===== src/rtl/ddr4_cmd_encoder_pkg.sv =====
// Shared definitions for the DDR4 command encoder and its decode monitor:
// request op codes, bus opcodes, and the request-to-bus encoding.
package ddr4_cmd_encoder_pkg;

    typedef enum logic [2:0] {
        OP_ACT  = 3'd0,
        OP_RD   = 3'd1,
        OP_WR   = 3'd2,
        OP_PRE  = 3'd3,
        OP_PREA = 3'd4,
        OP_REF  = 3'd5,
        OP_MRS  = 3'd6,
        OP_NOP  = 3'd7
    } op_e;

    // Opcode carried in adr[16:14] when ACT_n is high
    localparam logic [2:0] CMD_MRS = 3'b000;
    localparam logic [2:0] CMD_REF = 3'b001;
    localparam logic [2:0] CMD_PRE = 3'b010;
    localparam logic [2:0] CMD_WR  = 3'b100;
    localparam logic [2:0] CMD_RD  = 3'b101;
    localparam logic [2:0] CMD_NOP = 3'b111;

    localparam int          PREA_BIT     = 10;
    localparam logic [16:0] ADR_DESELECT = 17'h1FFFF;

    typedef struct packed {
        op_e         op;
        logic [1:0]  ba;
        logic [1:0]  bg;
        logic [16:0] row;
        logic [9:0]  col;
    } req_t;

    typedef struct packed {
        logic        cs_n;
        logic        act_n;
        logic [16:0] adr;
        logic [1:0]  ba;
        logic [1:0]  bg;
    } bus_t;

    function automatic bus_t bus_deselect();
        bus_t b;
        b.cs_n  = 1'b1;
        b.act_n = 1'b1;
        b.adr   = ADR_DESELECT;
        b.ba    = 2'd0;
        b.bg    = 2'd0;
        return b;
    endfunction

    function automatic bus_t bus_encode(req_t r);
        bus_t b;
        b.cs_n  = 1'b0;
        b.act_n = 1'b1;
        b.adr   = '0;
        b.ba    = r.ba;
        b.bg    = r.bg;
        case (r.op)
            OP_ACT: begin
                b.act_n = 1'b0;
                b.adr   = r.row;
            end
            OP_RD: begin
                b.adr[16:14] = CMD_RD;
                b.adr[9:0]   = r.col;
            end
            OP_WR: begin
                b.adr[16:14] = CMD_WR;
                b.adr[9:0]   = r.col;
            end
            OP_PRE:  b.adr[16:14] = CMD_PRE;
            OP_PREA: begin
                b.adr[16:14]    = CMD_PRE;
                b.adr[PREA_BIT] = 1'b1;
            end
            OP_REF:  b.adr[16:14] = CMD_REF;
            OP_MRS: begin
                b.adr[16:14] = CMD_MRS;
                b.adr[13:0]  = r.row[13:0];
            end
            default: b.adr[16:14] = CMD_NOP;
        endcase
        return b;
    endfunction

endpackage


===== src/rtl/ddr4_timer.sv =====
// Loadable down-counter: load sets PERIOD-1, then counts down and holds at 0.
module ddr4_timer #(
    parameter int PERIOD = 4
) (
    input  logic clk,
    input  logic rst,
    input  logic load,
    output logic zero
);

    localparam int          W      = (PERIOD > 1) ? $clog2(PERIOD) : 1;
    localparam logic [W-1:0] RELOAD = W'(PERIOD - 1);

    logic [W-1:0] cnt_reg;

    always_ff @(posedge clk or posedge rst) begin
        if (rst) begin
            cnt_reg <= '0;
        end else if (load) begin
            cnt_reg <= RELOAD;
        end else if (cnt_reg != '0) begin
            cnt_reg <= cnt_reg - 1'b1;
        end
    end

    assign zero = (cnt_reg == '0);

endmodule


===== src/rtl/ddr4_cmd_encoder.sv =====
// DDR4 command/address bus driver: one-entry hold register, bank open tracking,
// minimum-spacing timers and illegal-sequence rejection.
module ddr4_cmd_encoder
    import ddr4_cmd_encoder_pkg::*;
#(
    parameter int T_RCD = 4,
    parameter int T_RP  = 4,
    parameter int T_RFC = 16,
    parameter int T_CCD = 2
) (
    input  logic        clk,
    input  logic        rst,
    input  logic        req_valid,
    output logic        req_ready,
    input  logic [2:0]  req_op,
    input  logic [1:0]  req_ba,
    input  logic [1:0]  req_bg,
    input  logic [16:0] req_row,
    input  logic [9:0]  req_col,
    output logic        CS_n,
    output logic        ACT_n,
    output logic [16:0] adr,
    output logic [1:0]  ba,
    output logic [1:0]  bg,
    output logic        issued,
    output logic        err,
    output logic [16:0] cmd_count
);

    localparam int TMR_RCD = 0;
    localparam int TMR_RP  = 1;
    localparam int TMR_RFC = 2;
    localparam int TMR_CCD = 3;

    typedef enum logic {ST_EMPTY, ST_HELD} state_e;

    state_e      state_reg;
    req_t        hold_reg;
    req_t        req_in;
    bus_t        bus_reg;
    logic [15:0] open_mask_reg;
    logic        issued_reg;
    logic        err_reg;
    logic [16:0] cmd_count_reg;

    logic [3:0]  tmr_load;
    logic [3:0]  tmr_zero;
    logic [3:0]  slot;
    logic        slot_open;
    logic        timer_ok;
    logic        legal;
    logic        resolve;
    logic        do_issue;
    logic        do_drop;
    logic        accept;

    genvar gi;
    generate
        for (gi = 0; gi < 4; gi++) begin : gen_tmr
            ddr4_timer #(
                .PERIOD((gi == TMR_RCD) ? T_RCD :
                        (gi == TMR_RP)  ? T_RP  :
                        (gi == TMR_RFC) ? T_RFC : T_CCD)
            ) u_tmr (
                .clk  (clk),
                .rst  (rst),
                .load (tmr_load[gi]),
                .zero (tmr_zero[gi])
            );
        end
    endgenerate

    assign req_in = '{op: op_e'(req_op), ba: req_ba, bg: req_bg,
                      row: req_row, col: req_col};

    assign slot      = {hold_reg.ba, hold_reg.bg};
    assign slot_open = open_mask_reg[slot];

    // Timer gating and legality of the held command; NOP is never gated
    always_comb begin
        timer_ok = 1'b1;
        legal    = 1'b1;
        case (hold_reg.op)
            OP_ACT: begin
                timer_ok = tmr_zero[TMR_RP] && tmr_zero[TMR_RFC];
                legal    = !slot_open;
            end
            OP_RD, OP_WR: begin
                timer_ok = tmr_zero[TMR_RCD] && tmr_zero[TMR_CCD] && tmr_zero[TMR_RFC];
                legal    = slot_open;
            end
            OP_PRE, OP_PREA: timer_ok = tmr_zero[TMR_RFC];
            OP_REF: begin
                timer_ok = tmr_zero[TMR_RP] && tmr_zero[TMR_RFC];
                legal    = (open_mask_reg == '0);
            end
            OP_MRS: begin
                timer_ok = tmr_zero[TMR_RFC];
                legal    = (open_mask_reg == '0);
            end
            default: begin
                timer_ok = 1'b1;
                legal    = 1'b1;
            end
        endcase
    end

    // A held command resolves (issue or drop) once its timers allow it
    assign resolve   = (state_reg == ST_HELD) && timer_ok;
    assign do_issue  = resolve && legal;
    assign do_drop   = resolve && !legal;
    assign req_ready = (state_reg == ST_EMPTY) || resolve;
    assign accept    = req_valid && req_ready;

    assign tmr_load[TMR_RCD] = do_issue && (hold_reg.op == OP_ACT);
    assign tmr_load[TMR_RP]  = do_issue && ((hold_reg.op == OP_PRE) || (hold_reg.op == OP_PREA));
    assign tmr_load[TMR_RFC] = do_issue && (hold_reg.op == OP_REF);
    assign tmr_load[TMR_CCD] = do_issue && ((hold_reg.op == OP_RD) || (hold_reg.op == OP_WR));

    always_ff @(posedge clk or posedge rst) begin
        if (rst) begin
            state_reg     <= ST_EMPTY;
            hold_reg      <= '0;
            bus_reg       <= bus_deselect();
            open_mask_reg <= '0;
            issued_reg    <= 1'b0;
            err_reg       <= 1'b0;
            cmd_count_reg <= '0;
        end else begin
            if (accept) begin
                hold_reg  <= req_in;
                state_reg <= ST_HELD;
            end else if (resolve) begin
                state_reg <= ST_EMPTY;
            end

            bus_reg    <= do_issue ? bus_encode(hold_reg) : bus_deselect();
            issued_reg <= do_issue;
            err_reg    <= do_drop;

            if (do_issue) begin
                cmd_count_reg <= cmd_count_reg + 17'd1;
                case (hold_reg.op)
                    OP_ACT:  open_mask_reg[slot] <= 1'b1;
                    OP_PRE:  open_mask_reg[slot] <= 1'b0;
                    OP_PREA: open_mask_reg       <= '0;
                    default: ;
                endcase
            end
        end
    end

    assign CS_n      = bus_reg.cs_n;
    assign ACT_n     = bus_reg.act_n;
    assign adr       = bus_reg.adr;
    assign ba        = bus_reg.ba;
    assign bg        = bus_reg.bg;
    assign issued    = issued_reg;
    assign err       = err_reg;
    assign cmd_count = cmd_count_reg;

endmodule


===== config.mk =====
export PLATFORM = sky130hd
export DESIGN_NAME = ddr4_cmd_encoder
export DESIGN_NICKNAME = d
export VERILOG_FILES = /design/src/rtl/ddr4_cmd_encoder_pkg.sv /design/src/rtl/ddr4_timer.sv /design/src/rtl/ddr4_cmd_encoder.sv
export SDC_FILE = /design/constraint.sdc
export NUM_CORES = 1
export LEC_CHECK = 0
export CAP_MARGIN = 20
export CORE_ASPECT_RATIO = 1.25
export CORE_MARGIN = 3
export CORE_UTILIZATION = 30
export DETAILED_ROUTE_END_ITERATION = 6
export HOLD_SLACK_MARGIN = 0.12
export REMOVE_ABC_BUFFERS = 1
export SETUP_SLACK_MARGIN = 0.3
export SLEW_MARGIN = 10
export SYNTH_ARGS = -nofsm -noshare
export SYNTH_HDL_FRONTEND = slang
export SYNTH_HIERARCHICAL = 1
export SYNTH_SLANG_ARGS = --single-unit

===== constraint.sdc =====
create_clock -name clk -period 4.7 [get_ports clk]
set_input_delay 0.94 -clock clk [delete_from_list [all_inputs] [get_ports clk]]
set_output_delay 0.94 -clock clk [all_outputs]
set_load 0.02 [all_outputs]

==> flow_summary_export.csv, run 1 <==
group,metric,value,unit
run_status,outcome,"finished clean",
worst_setup_path,critPathLaunchType,"flip-flop",
clock_network,cts_hold_buf,0,
global_routing,overflow,0,
die,initial_core_util,31.00,%
flow_run,drv_cap,0,
layout,syn_to_final_growth,25.58,%
global_routing,track_usage,13.25,%
place,pre_cts_slack,1.167,ns
route,wl_per_cell,15.43,um
route,via_per_inst,4.848,
logic_synthesis,synthArstFlopShare,100.0,%
global_routing,grt_antenna_before_repair,0,
logic_synthesis,syn-cell-area,0.004906,mm2
layout,drive_gt1_share,18.69,%
layout,largest_reg_flops,34,
sta,slew_violations,0,
clock_network,cts.sinks,102,
worst_setup_path,crit_type,"reg2out",
clock_network,root_buffer,"clkbuf_16",
clock_network,post_cts_buffers,0,
worst_setup_path,critPathCaptureType,"output port",
die,die_h,149.0,um
clock_network,post_cts_resized,0,
logic_synthesis,synth.distinct_cells,56,
layout,fill_cells,1606,
place,dpl.cell_count,714,
route,drc,0,
pwr,comb_power_share,43.7,%
sta,worstMarginPinSlew,0.9745,ns
layout,mostFrequentLayoutCells,"dfrtp_1 (83), clkdlybuf4s50_1 (79), nand2_1 (47), mux2_2 (40), o21ai_0 (26)",
logic_synthesis,syn_inst,441,
pwr,clkPwrFrac,17.4,%
layout,regArea,0.002576,mm2
die,io-pin-count,80,
pwr,p_per_area,661.2,mW/mm2
logic_synthesis,synth_edf_count,0,
route,antenna_left,0,
sta,slew_headroom,34.11,%
pwr,seq_power_share,38.9,%
logic_synthesis,ys_ff_latch,102,
pwr,swShare,38.38,%
pwr,ir_drop,0.2511,mV
layout,final_common_cell,"dfrtp_1",
worst_setup_path,arrival,2.70,ns
hold_path,hold_class,"reg2reg",
clock_network,tritoncts,"done",
worst_setup_path,crit_fanout,22,
clock_network,clockBufferDepth,2,
route,route.vias.total,3544,
sta,postLayoutSetupSlackWorst,1.057,ns
logic_synthesis,synth_flop_cell,"dfrtp_1",
layout,instances_no_fill,731,
sta,min_period,3.643,ns
sta,tns,0,ns
clock_network,cts_made_buffers,9,
logic_synthesis,yosys_warnings,6,
pwr,total_power,4.073,mW
pwr,p_sw,1.563,mW
place,dpl.hpwl,8173,um
die,dieArea,0.01793,mm2
layout,multiInputGateArea,0.002095,mm2
clock_network,h-tree-depth,3,
sta,fin_crit_sh,77.51,%
sta,max_freq,274.5,MHz
route,postRouteWirelength,11280,um
layout,n_antenna_cell,0,
sta,hold_viol,0,
global_routing,grt_max_degree,59,
route,drtPass1Iterations,4,
layout,fin_nets,555,
pwr,intPower,2.510,mW
sta,clock_skew,0.01101,ns
logic_synthesis,syn_avg_cell_area,11.12,um2
route,drtIter0Drc,161,
clock_network,clk_pin_slew_worst_paths,0.07,ns
global_routing,grt_pass1_wl,19020,um
logic_synthesis,yosysSeqAreaShare,52.51,%
die,placementRows,51,
place,portBuffers,79,
place,place.gp.congestion,0.8045,
global_routing,grt_pass1_vias,3722,
pwr,power_leakage,2.532,nW
clock_network,insertion_delay,0.34,ns
die,die_x,120.4,um
worst_setup_path,critPathRequiredTime,3.76,ns
sta,setup_viol,0,
die,core,0.01583,mm2
sta,grt_setup_unrepaired,"false",
-- synthesized netlist by cell type (3+ instances only) --
master | number | area share [%]
dfrtp_1 | 83 | 42
dfstp_2 | 19 | 10
nand2_1 | 47 | 3.6
and2_1 | 7 | 0.89
nand3_1 | 12 | 1.2
a22oi_1 | 10 | 1.5
nand4_1 | 5 | 0.64
nor3_1 | 9 | 0.92
xor2_1 | 6 | 1.1
buf_6 | 6 | 1.4
a32o_1 | 8 | 1.6
nor2b_1 | 7 | 0.89
mux2_2 | 40 | 9.2
nor2_1 | 13 | 0.99
clkbuf_1 | 9 | 0.69
o21ai_0 | 26 | 2.7
o211ai_1 | 11 | 1.7
o21ai_1 | 4 | 0.41
mux2i_1 | 7 | 1.4
and3_1 | 3 | 0.38
nand2b_1 | 10 | 1.3
xnor2_1 | 14 | 2.5
inv_1 | 21 | 1.6
ha_1 | 4 | 1.0
a21oi_1 | 15 | 1.5
buf_2 | 6 | 0.61
a21o_1 | 3 | 0.46
-- worst paths after layout --
path | startpoint | endpoint | slack, ns | depth (start not counted)
worst max-delay path | hold_reg[33] | req_ready | 1.06 | 6
worst min-delay path | cmd_count[16] | cmd_count[16] | 0.47 | 1
worst max register to register | hold_reg[33] | gen_tmr[2].u_tmr/cnt_reg[0] | 1.13 | 8
worst min register to register | cmd_count[16] | cmd_count[16] | 0.47 | 1
max in group asynchronous | rst | adr[3] | 3.09 | 3
min in group asynchronous | rst | gen_tmr[3].u_tmr/cnt_reg | 0.91 | 2
-- worst max-delay path, stage by stage (launching register included) --
cell             delay, ns
dfrtp_1               0.86
inv_1                 0.27
a21o_1                0.23
a31oi_1               0.19
nor2_1                0.07
nand2_1               0.09
clkdlybuf4s50_1       0.65
-- per-layer routing --
metal,GRT usage (%),vias to the layer above,share of wire [%]
li1,-,1686,-
met1,16.29,1772,43
met2,22.57,70,50
met3,2.845,16,4.0
met4,5.442,0,2.4
met5,0,-,0
-- logic make-up (layout without fill, tap and decap cells) --
group / Yosys count / in the layout / synth area share (%)
buf+inv: 46 / 124 / 4.795
simple gates: 134 / 134 / 14.97
fa+ha+maj: 4 / 4 / 1.020
compound gates: 86 / 86 / 11.60
mux: 49 / 49 / 11.53
xor+xnor: 20 / 20 / 3.571
flops: 102 / 102 / 52.51
-- per-stage QoR --
stage	util (%)	area [um2]	hold WS, ns
detailed placement	37.00	5856	0.4615
floorplan	-	4753	0.4441
global route	38.93	6161	0.5084
global placement	37.00	5856	0.4588
finish	38.93	6161	0.4720
CTS	38.80	6141	0.4756
-- power groups by stage --
stage	logic (mW)	clock network (mW)	registers (mW)
2_1_floorplan	1.11	0	1.64
3_3_place_gp	1.75	0	1.59
3_5_place_dp	1.79	0	1.60
4_1_cts	1.80	0.732	1.59
5_1_grt	1.98	0.769	1.64
6_report	1.78	0.708	1.58
-- area by class of cell --
type / instances / share of cell area (%)
Tap cell: 212 / 4.305
Multi-Input combinational cell: 293 / 34.00
Timing Repair Buffer: 86 / 13.89
Sequential cell: 102 / 41.82
Inverter: 22 / 1.361
Clock inverter: 4 / 0.4671
Clock buffer: 12 / 4.163
Power figures use the tool's default switching activity.
==> run 2, diff against run 1 <==
==> constraint.sdc (replaced) <==
create_clock -name clk -period 3.4 [get_ports clk]
set_input_delay 0.68 -clock clk [delete_from_list [all_inputs] [get_ports clk]]
set_output_delay 0.68 -clock clk [all_outputs]
set_load 0.02 [all_outputs]
==> flow_summary_export.csv, run 2 (same netlist as run 1, synthesis figures left out) <==
group,metric,value,unit
layout,fin_util,39.36,%
worst_setup_path,slowest_stage,"dfrtp_1",
layout,mostFrequentLayoutCells,"dfrtp_1 (81), clkdlybuf4s50_1 (78), nand2_1 (47), mux2_2 (40), o21ai_0 (26)",
die,die_h,149.0,um
sta,postLayoutSetupSlackWorst,0.5170,ns
die,placementRows,51,
place,portBuffers,79,
clock_network,cts.sinks,102,
place,dpl.hpwl,8198,um
worst_setup_path,crit_fanout,5,
sta,setup_viol,0,
worst_setup_path,critPathCaptureType,"output port",
sta,fin_crit_sh,84.79,%
sta,worstMarginPinSlew,0.9036,ns
die,initial_core_util,31.00,%
worst_setup_path,crit_type,"reg2out",
worst_setup_path,rr_startpoint,"hold_reg[27]",
pwr,ir_drop,0.3184,mV
die,io-pin-count,80,
layout,n_antenna_cell,0,
route,antenna_left,0,
die,dieArea,0.01793,mm2
layout,regArea,0.002579,mm2
pwr,power_leakage,2.574,nW
clock_network,post_cts_buffers,0,
sta,min_period,2.883,ns
sta,grt_setup_unrepaired,"false",
clock_network,h-tree-depth,3,
place,pre_cts_slack,0.4106,ns
sta,clock_skew,0.009237,ns
clock_network,root_buffer,"clkbuf_16",
global_routing,grt_pass1_vias,3790,
global_routing,grt_pass1_wl,18910,um
worst_setup_path,critPathMostFrequentCell,"inv_1",
global_routing,overflow,0,
route,drtPass1Iterations,4,
route,via_per_inst,4.759,
die,die_x,120.4,um
sta,hold_viol,0,
clock_network,tritoncts,"done",
global_routing,grt_max_degree,57,
route,wl_per_cell,15.35,um
worst_setup_path,reg2reg_depth,8,
worst_setup_path,cp_top_family,"buffers and inverters",
sta,max_freq,346.9,MHz
layout,largest_reg_flops,34,
worst_setup_path,r2r-end,"adr[10]",
route,drtIter0Drc,169,
sta,slew_violations,0,
sta,slew_headroom,39.30,%
route,route.vias.total,3512,
worst_setup_path,arrival,2.20,ns
layout,syn_to_final_growth,26.96,%
layout,multiInputGateArea,0.002101,mm2
layout,fill_cells,1581,
worst_setup_path,ff2ff_setup_slack,0.52,ns
hold_path,hold_class,"reg2reg",
route,drc,0,
worst_setup_path,cp_cell_sequence,"inv_1 > ha_1 > nor3b_4 > inv_1 > a31oi_1 > nor2_1 > nand2_1 > dlygate4sd2_1",
layout,fin_nets,562,
global_routing,track_usage,13.03,%
run_status,outcome,"finished clean",
layout,drive_gt1_share,19.96,%
place,postPlaceCellArea,0.005928,mm2
clock_network,clk_pin_slew_worst_paths,0.07,ns
global_routing,grt_antenna_before_repair,0,
hold_path,holdPathEnd,"cmd_count[16]",
clock_network,clockBufferDepth,2,
sta,tns,0,ns
worst_setup_path,cp.buffers_inverters,3,
clock_network,insertion_delay,0.34,ns
worst_setup_path,critPathLaunchType,"flip-flop",
worst_setup_path,critPathRequiredTime,2.72,ns
place,place.gp.congestion,0.8209,
worst_setup_path,cp_slowest_stage_delay,0.43,ns
layout,design_area,0.006228,mm2
layout,final_common_cell,"dfrtp_1",
flow_run,drv_cap,0,
route,postRouteWirelength,11330,um
hold_path,holdPathStages,1,
die,core,0.01583,mm2
clock_network,cts_made_buffers,9,
pwr,p_per_area,921.5,mW/mm2
hold_path,hold_path.startpoint,"cmd_count[16]",
==> run 2: changes by cell type in the layout (fill, tap and decap cells not counted), moves of 2 or more <==
| cell | change |
|---|---|
| clkbuf_8 | -2 |
| dfrtp_2 | +2 |
| dfrtp_1 | -2 |
| buf_4 | +7 |
==> run 2: repair_timing <==
item,4_1_cts,5_1_grt
gates resized for setup,2,2
setup endpoints to repair,1,25
hold buffers,0,0
==> run 2: through the flow <==
stage          hold WS, ns  power (mW)  instances
2_1_floorplan       0.4087       3.805        417
3_3_place_gp        0.4647       4.691        722
3_5_place_dp        0.4656       4.754        722
4_1_cts             0.4790       5.805        738
5_1_grt             0.5202       6.167        738
6_report            0.4790       5.739        738
==> run 2: worst register-to-register path, cell delays in order (launching register included) <==
cell and delay (ns):
dfrtp_1 0.57, and2_1 0.35, a22oi_2 0.10, and3_1 0.20
or4_4 0.48, a31o_1 0.36, inv_2 0.30, buf_4 0.29
o21ai_0 0.15
==> run 2: worst max-delay path by stage <==
| stage | startpoint | end | slack, ns | depth (start not counted) |
|---|---|---|---|---|
| final | gen_tmr[2].u_tmr/cnt_reg[0] | req_ready | 0.52 | 8 |
| after global routing | hold_reg[27] | adr[10] | 0.30 | 8 |
| after floorplan | rst | ba[0] | 0.33 | 1 |
| after detailed placement | hold_reg[30] | ba[1] | 0.41 | 8 |
| after CTS | hold_reg[30] | adr[10] | 0.39 | 8 |
| after global placement | hold_reg[30] | ba[1] | 0.47 | 8 |
==> run 2: layout make-up <==
type | instances | area share [%]
clock inverters | 5 | 0.9642
flip-flops and latches | 102 | 41.40
clock buffers | 11 | 3.736
well taps | 212 | 4.259
multi-input cells | 293 | 33.73
inverters | 22 | 1.346
repair buffers | 93 | 14.56
==> run 2: per-layer routing <==
metal / vias up / GRT usage, % / wire [um]
met5: - / 0 / 0
met1: 1711 / 16.71 / 5027
met4: 0 / 5.045 / 233
met2: 80 / 21.85 / 5669
li1: 1706 / - / -
met3: 15 / 2.428 / 398
==> run 2: power by group <==
part           internal, mW  switching [mW]
clock network         0.574           0.449
logic                  1.25            1.32
registers              1.74           0.416
